[src/rtl/second_level_encoder_stream_if.sv]
// ----------------------------------------------------------------------------
// second_level_encoder_stream_if
//   Bundles the data-in and parity-out handshakes of the second-level parity
//   encoder.
//
//   Handshake rule (both directions): a transfer happens on a rising clock
//   edge where valid and ready are both high. The producer holds valid and
//   its payload stable until that transfer. The consumer may raise or lower
//   ready at any time.
//
//   Signals
//     in_valid  / in_ready   data symbol handshake (master -> encoder)
//     in_sym    [SYM_W]      data symbol
//     in_last                final symbol of a (possibly shortened) frame
//     out_valid / out_ready  parity symbol handshake (encoder -> master)
//     out_sym   [SYM_W]      parity symbol
//     out_idx   [IDX_W]      parity index of out_sym
//     out_last               last parity of the frame
//
//   Modports
//     master : traffic source/sink around the encoder (testbench, datapath)
//     slave  : the encoder itself
// ----------------------------------------------------------------------------
interface second_level_encoder_stream_if #(
    parameter int SYM_W      = 4,
    parameter int NUM_PARITY = 4
);
    localparam int IDX_W = (NUM_PARITY > 1) ? $clog2(NUM_PARITY) : 1;

    logic             in_valid;
    logic             in_ready;
    logic [SYM_W-1:0] in_sym;
    logic             in_last;
    logic             out_valid;
    logic             out_ready;
    logic [SYM_W-1:0] out_sym;
    logic [IDX_W-1:0] out_idx;
    logic             out_last;

    modport master (
        output in_valid, in_sym, in_last, out_ready,
        input  in_ready, out_valid, out_sym, out_idx, out_last
    );

    modport slave (
        input  in_valid, in_sym, in_last, out_ready,
        output in_ready, out_valid, out_sym, out_idx, out_last
    );
endinterface

[src/rtl/second_level_encoder_stream.sv]
// ----------------------------------------------------------------------------
// second_level_encoder_stream
//   Streaming second-level parity encoder over GF(2^SYM_W). Data symbols
//   arrive one per cycle; every accepted symbol d[k] is folded into all
//   NUM_PARITY accumulators as acc[p] ^= d[k] * COEF[p][k]. When the frame
//   ends (NUM_DATA symbols, or an earlier in_last) the parities are emitted
//   serially, index 0 first.
//
//   Ports
//     clk          rising-edge clock
//     rst          asynchronous, active-high reset
//     clr          synchronous clear; aborts the frame, wins over handshakes
//     bus          slave side of second_level_encoder_stream_if
//     busy         frame in progress (symbols accepted or parities pending)
//     o_dbg_state  current FSM state (0 = ACC, 1 = EMIT)
// ----------------------------------------------------------------------------
module second_level_encoder_stream #(
    parameter int                                    SYM_W      = 4,
    parameter logic [SYM_W:0]                        POLY       = 5'h13,
    parameter int                                    NUM_DATA   = 8,
    parameter int                                    NUM_PARITY = 4,
    // COEF[p][k] lives at bit slice (p*NUM_DATA+k)*SYM_W; row p0 sits in the
    // low 32 bits with k=0 in the lowest nibble.
    parameter logic [NUM_PARITY*NUM_DATA*SYM_W-1:0] COEF       =
        128'hC7D8722D_D99FDEBC_8FA3D658_65D6EE57
) (
    input  logic                          clk,
    input  logic                          rst,
    input  logic                          clr,
    second_level_encoder_stream_if.slave  bus,
    output logic                          busy,
    output logic                          o_dbg_state
);

    localparam int K_W   = $clog2(NUM_DATA);
    localparam int IDX_W = (NUM_PARITY > 1) ? $clog2(NUM_PARITY) : 1;

    typedef enum logic {
        ST_ACC  = 1'b0,
        ST_EMIT = 1'b1
    } state_t;

    state_t           r_state;
    logic [K_W-1:0]   r_k;
    logic [IDX_W-1:0] r_out_idx;
    logic [SYM_W-1:0] r_acc [NUM_PARITY];

    logic [SYM_W-1:0] w_prod [NUM_PARITY];
    logic             w_accept;
    logic             w_frame_end;
    logic             w_out_fire;
    logic             w_out_final;

    // Shift-and-add multiply: walk the bits of b while repeatedly
    // multiplying a by x (shift left, fold the overflow back via POLY).
    function automatic logic [SYM_W-1:0] gf_mul(input logic [SYM_W-1:0] a,
                                                input logic [SYM_W-1:0] b);
        logic [SYM_W-1:0] r;
        logic [SYM_W-1:0] sh;
        r  = '0;
        sh = a;
        for (int i = 0; i < SYM_W; i++) begin
            if (b[i]) r = r ^ sh;
            sh = {sh[SYM_W-2:0], 1'b0} ^ (sh[SYM_W-1] ? POLY[SYM_W-1:0] : '0);
        end
        return r;
    endfunction

    // One multiplier per parity row; the coefficient column follows k.
    for (genvar p = 0; p < NUM_PARITY; p++) begin : g_row
        logic [SYM_W-1:0] w_coef;
        assign w_coef    = COEF[(p*NUM_DATA + int'(r_k))*SYM_W +: SYM_W];
        assign w_prod[p] = gf_mul(bus.in_sym, w_coef);
    end

    assign w_accept    = (r_state == ST_ACC) && bus.in_valid;
    assign w_frame_end = (r_k == K_W'(NUM_DATA-1)) || bus.in_last;
    assign w_out_fire  = (r_state == ST_EMIT) && bus.out_ready;
    assign w_out_final = (r_out_idx == IDX_W'(NUM_PARITY-1));

    always_ff @(posedge clk or posedge rst) begin
        if (rst) begin
            r_state   <= ST_ACC;
            r_k       <= '0;
            r_out_idx <= '0;
            for (int p = 0; p < NUM_PARITY; p++) r_acc[p] <= '0;
        end else if (clr) begin
            // Clear wins over any handshake presented in the same cycle.
            r_state   <= ST_ACC;
            r_k       <= '0;
            r_out_idx <= '0;
            for (int p = 0; p < NUM_PARITY; p++) r_acc[p] <= '0;
        end else begin
            case (r_state)
                ST_ACC: begin
                    if (w_accept) begin
                        for (int p = 0; p < NUM_PARITY; p++)
                            r_acc[p] <= r_acc[p] ^ w_prod[p];
                        // A shortened frame simply stops here: the missing
                        // symbols are zero and contribute nothing.
                        if (w_frame_end) begin
                            r_k     <= '0;
                            r_state <= ST_EMIT;
                        end else begin
                            r_k <= r_k + K_W'(1);
                        end
                    end
                end
                ST_EMIT: begin
                    if (w_out_fire) begin
                        if (w_out_final) begin
                            for (int p = 0; p < NUM_PARITY; p++) r_acc[p] <= '0;
                            r_out_idx <= '0;
                            r_state   <= ST_ACC;
                        end else begin
                            r_out_idx <= r_out_idx + IDX_W'(1);
                        end
                    end
                end
                default: r_state <= ST_ACC;
            endcase
        end
    end

    // Outputs decode straight from flops; out_sym is forced to zero when idle.
    assign bus.in_ready  = (r_state == ST_ACC);
    assign bus.out_valid = (r_state == ST_EMIT);
    assign bus.out_sym   = (r_state == ST_EMIT) ? r_acc[r_out_idx] : '0;
    assign bus.out_idx   = r_out_idx;
    assign bus.out_last  = (r_state == ST_EMIT) && w_out_final;
    assign busy          = (r_k != '0) || (r_state == ST_EMIT);
    assign o_dbg_state   = r_state;

endmodule

[src/flat_wrapper.sv]
// flat-port wrapper written by rule: the top's interface ports become plain ports
module second_level_encoder_stream_flat 
#(
    parameter int                                    SYM_W      = 4,
    parameter logic [SYM_W:0]                        POLY       = 5'h13,
    parameter int                                    NUM_DATA   = 8,
    parameter int                                    NUM_PARITY = 4,
                                                                             
                                                 
    parameter logic [NUM_PARITY*NUM_DATA*SYM_W-1:0] COEF       =
        128'hC7D8722D_D99FDEBC_8FA3D658_65D6EE57
)
  (clk, rst, clr, busy, o_dbg_state, bus_in_valid, bus_in_sym, bus_in_last, bus_out_ready, bus_in_ready, bus_out_valid, bus_out_sym, bus_out_idx, bus_out_last);
  second_level_encoder_stream_if #(.SYM_W(SYM_W), .NUM_PARITY(NUM_PARITY)) bus_i ();
  input  logic clk;
  input  logic rst;
  input  logic clr;
  output logic busy;
  output logic o_dbg_state;
  input wire logic [$bits(bus_i.in_valid)-1:0] bus_in_valid;
  input wire logic [$bits(bus_i.in_sym)-1:0] bus_in_sym;
  input wire logic [$bits(bus_i.in_last)-1:0] bus_in_last;
  input wire logic [$bits(bus_i.out_ready)-1:0] bus_out_ready;
  output wire logic [$bits(bus_i.in_ready)-1:0] bus_in_ready;
  output wire logic [$bits(bus_i.out_valid)-1:0] bus_out_valid;
  output wire logic [$bits(bus_i.out_sym)-1:0] bus_out_sym;
  output wire logic [$bits(bus_i.out_idx)-1:0] bus_out_idx;
  output wire logic [$bits(bus_i.out_last)-1:0] bus_out_last;
  assign bus_i.in_valid = bus_in_valid;
  assign bus_i.in_sym = bus_in_sym;
  assign bus_i.in_last = bus_in_last;
  assign bus_i.out_ready = bus_out_ready;
  assign bus_in_ready = bus_i.in_ready;
  assign bus_out_valid = bus_i.out_valid;
  assign bus_out_sym = bus_i.out_sym;
  assign bus_out_idx = bus_i.out_idx;
  assign bus_out_last = bus_i.out_last;
  second_level_encoder_stream #(.SYM_W(SYM_W), .POLY(POLY), .NUM_DATA(NUM_DATA), .NUM_PARITY(NUM_PARITY), .COEF(COEF)) u_core (.clk(clk), .rst(rst), .clr(clr), .bus(bus_i), .busy(busy), .o_dbg_state(o_dbg_state));
endmodule
[config.mk]
export PLATFORM = sky130hd
export DESIGN_NAME = second_level_encoder_stream_flat
export DESIGN_NICKNAME = d
export VERILOG_FILES = /design/src/rtl/second_level_encoder_stream_if.sv /design/src/rtl/second_level_encoder_stream.sv /design/src/flat_wrapper.sv
export SDC_FILE = /design/constraint.sdc
export NUM_CORES = 1
export LEC_CHECK = 0
export CAP_MARGIN = 10
export CELL_PAD_IN_SITES_DETAIL_PLACEMENT = 1
export CELL_PAD_IN_SITES_GLOBAL_PLACEMENT = 1
export CORE_MARGIN = 5
export CORE_UTILIZATION = 32
export CTS_CLUSTER_SIZE = 30
export DETAILED_ROUTE_END_ITERATION = 6
export PLACE_DENSITY = 0.63
export SLEW_MARGIN = 20
export SYNTH_ARGS = -nofsm -noshare
export SYNTH_HDL_FRONTEND = slang
export SYNTH_SLANG_ARGS = --single-unit
[constraint.sdc]
create_clock -name clk -period 2.5 [get_ports clk]
set_input_delay 0.75 -clock clk [delete_from_list [all_inputs] [get_ports clk]]
set_output_delay 0.75 -clock clk [all_outputs]
set_load 0.005 [all_outputs]
==> flow_metrics.env <==
export IMPL_min_path_type="reg2reg"
export IMPL_clk_insertion_delay_late_ps=270
export IMPL_overflow=0
export IMPL_area_growth_pct=31.01
export IMPL_ios=21
export IMPL_ir_drop_uv=171.9
export IMPL_fin_crit_ps=2457
export IMPL_grt_pass1_vias=2605
export IMPL_clockBufferDepth=2
export IMPL_powerDensity_nw_per_um2=359.8
export IMPL_die_h_um=100.5
export IMPL_clk_pin_slew_ps=80
export IMPL_rrSetupSlack_ps=110
export IMPL_final_antenna_net_count=0
export IMPL_placed_cells=471
export IMPL_routed_wl_mm=8.305
export IMPL_yosys_warnings=0
export IMPL_relSlewSlack_pct=69.62
export IMPL_placed_area_um2=3232
export IMPL_htreeDepth=1
export IMPL_worst_pin_slew_ps=455.8
export IMPL_critical_path_required_ps=2690
export IMPL_syn_num_nets=347
export IMPL_instances_no_fill=479
export IMPL_drt_iter0_markers=108
export IMPL_setup_viol=0
export IMPL_ys_async_sr_fraction_pct=100.0
export IMPL_pre_cts_ws_ps=-303.0
export IMPL_dr_pass1_iters=4
export IMPL_total_leakage_power_nw=1.401
export IMPL_synth_seq_cells=22
export IMPL_timing_final_ws_setup_ps=42.64
export IMPL_r2r_end="u_core.r_acc[9]"
export IMPL_hold_viol_final=0
export IMPL_drc=0
export IMPL_coreArea_um2=8093
export IMPL_reg2reg_depth=10
export IMPL_cp_max_fo=19
export IMPL_place_congestion=0.7856
export IMPL_cp_cell_sequence="clkdlybuf4s50_1, buf_12, inv_2, and3_1, a221oi_2, xnor2_1, or3_1, a21oi_1"
export IMPL_cp_slowest_cell="clkdlybuf4s50_1"
export IMPL_worstSetupStartpointType="input pin"
export IMPL_crit_end="u_core.r_acc[9]"
export IMPL_period_share_pct=98.29
export IMPL_synth_cell_types=63
export IMPL_tritoncts="built"
export IMPL_maxSlewViolCount=0
export IMPL_hpwl_mm=6.453
export IMPL_cts_num_sinks=22
export IMPL_r2r_start="u_core.r_k[1]"
export IMPL_num_rows=33
export IMPL_n_antenna_cell=0
export IMPL_cp_end_kind="flop"
export IMPL_synthFlopType="dfrtp_1"
export IMPL_layout_drive_gt1_share_pct=22.99
export IMPL_wl_per_cell_um=17.34
export IMPL_synth_top_area_share_pct=21.02
export IMPL_maxCapViolCount=0
export IMPL_syn_area_um2=2619
export IMPL_antenna_found_initial=0
export IMPL_numCtsBuffers=3
export IMPL_synth_area_leaders="dfrtp_1 21%, xnor2_1 7.0%, a21oi_1 4.6%, o21ai_0 4.2%, ha_1 3.8%"
export IMPL_crit_start="bus_in_sym[2]"
export IMPL_stdcell_area_um2=3431
export IMPL_netlist_instances=329
export IMPL_finalClockSkew_ps=1.942
export IMPL_avgSynthCellArea_um2=7.960
export IMPL_utilization_pct=42.39
export IMPL_die_w_um=100.5
export IMPL_synth_edf_count=0
export IMPL_start_util_pct=32.36
export IMPL_synth_commonest_cells="24 x a21oi_1, 22 x dfrtp_1, 22 x o21ai_0, 21 x xnor2_1, 20 x nand2_1"
export IMPL_fin_nets=393
export IMPL_dieArea_um2=10090
export IMPL_grt_start_max_net_pins=31
export IMPL_vias=2638
export IMPL_yosysMostFrequentCell="a21oi_1"
export IMPL_yosysSeqAreaShare_pct=21.02
export IMPL_cp_slowest_stage_delay_ps=500
export IMPL_status="finished clean"
export IMPL_gr_usage_all_layers_pct=16.33
export IMPL_crit_arrival_ps=2650
export IMPL_yosys_area_top_type="dfrtp_1"
export IMPL_power_w=0.001235
export IMPL_clockRootBuffer="clkbuf_8"
export IMPL_portBuffers=20
export IMPL_vias_per_cell=5.507
export IMPL_grt_pass1_wl_mm=13.32
export IMPL_fmax_ghz=0.4069
export IMPL_crit_type="in2reg"
export IMPL_rsz0062_at_grt="yes"
[cell type report]
| type | count | area, um^2 |
|---|---|---|
| flip-flops and latches | 22 | 550.5 |
| well taps | 105 | 131.4 |
| inverters | 7 | 26.28 |
| repair buffers | 71 | 680.7 |
| multi-input cells | 270 | 1987 |
| fillers | 988 | 4662 |
| clock buffers | 4 | 55.05 |
[registers in the layout, summed over array words and instances (netlist names)]
| register | cells |
|---|---|
| u_core.r_acc | 16 |
| u_core.r_k | 3 |
| u_core.bus.out_idx | 2 |
| u_core.bus.out_valid | 1 |
[power by group]
group          internal [W]  switching, W
logic              0.000265      0.000284
clock network      0.000141      0.000120
registers          0.000389     0.0000353
[critical path: cells and delay by family]
family          cells  cell delay [ps]
xor+xnor            1              180
simple gates        2              500
compound gates      2              450
buf+inv             3              760
[stage by stage]
stage / setup TNS [ps] / hold slack (ps)
final: 0 / 557.2
after CTS: -233.3 / 562.8
after floorplan: 0 / 467.7
after detailed placement: -3226 / 543.9
after global routing: -27.55 / 578.9
after global placement: -2607 / 535.5
[cells by family (layout without fill, tap and decap cells)]
kind of cell	Yosys count	count (layout)	synth area share, %
AOI/OAI and AO/OA	100	100	25.42
xor gates and xnor gates	28	28	9.365
adders and majority gates	8	8	3.822
buffers and inverters	37	82	7.072
DFF	22	22	21.02
muxes	13	13	7.454
and+or+nand+nor	121	121	25.85
[layout by cell type, fill, tap and decap left out, drive strengths merged, types with 3 or more instances in the layout]
| cell | instances |
|---|---|
| o221ai | 3 |
| nand2b | 10 |
| a221oi | 4 |
| inv | 7 |
| buf | 51 |
| nor4b | 3 |
| nor2 | 18 |
| clkdlybuf4s50 | 16 |
| mux2i | 7 |
| nand2 | 20 |
| nor3 | 6 |
| nand3 | 10 |
| nor2b | 12 |
| o22ai | 6 |
| nor3b | 3 |
| a211oi | 7 |
| nand4 | 4 |
| a21oi | 24 |
| and3 | 5 |
| dfrtp | 22 |
| mux4 | 4 |
| o21ai | 28 |
| or3 | 15 |
| clkbuf | 5 |
| and2 | 7 |
| xnor2 | 21 |
| ha | 8 |
| xor2 | 7 |
| a21o | 6 |
[worst min path at each step]
stage                                start                to  slack (ps)  depth (start not counted)
after CTS                 u_core.r_acc[15]  u_core.r_acc[15]         560                          1
after global routing       u_core.r_acc[3]   u_core.r_acc[3]         580                          2
after detailed placement  u_core.r_acc[15]  u_core.r_acc[15]         540                          1
final                     u_core.r_acc[15]  u_core.r_acc[15]         560                          1
after floorplan           u_core.r_acc[15]  u_core.r_acc[15]         470                          1
after global placement    u_core.r_acc[15]  u_core.r_acc[15]         540                          1
[repair_timing]
item,in CTS,in global routing
gates resized for setup,4,23
setup buffers,1,3
endpoints found under the setup margin,7,15
hold buffers,0,0
pin swaps,0,2
cloned,0,0
[layer usage]
| metal | part of all wire (%) | wire length, um | global-route usage (%) |
|---|---|---|---|
| met5 | 0 | 0 | 0 |
| met4 | 1.8 | 146 | 4.974 |
| met3 | 2.9 | 242 | 1.522 |
| met2 | 47 | 3878 | 27.27 |
| met1 | 49 | 4038 | 22.35 |
(Power assumes the default switching activity.)
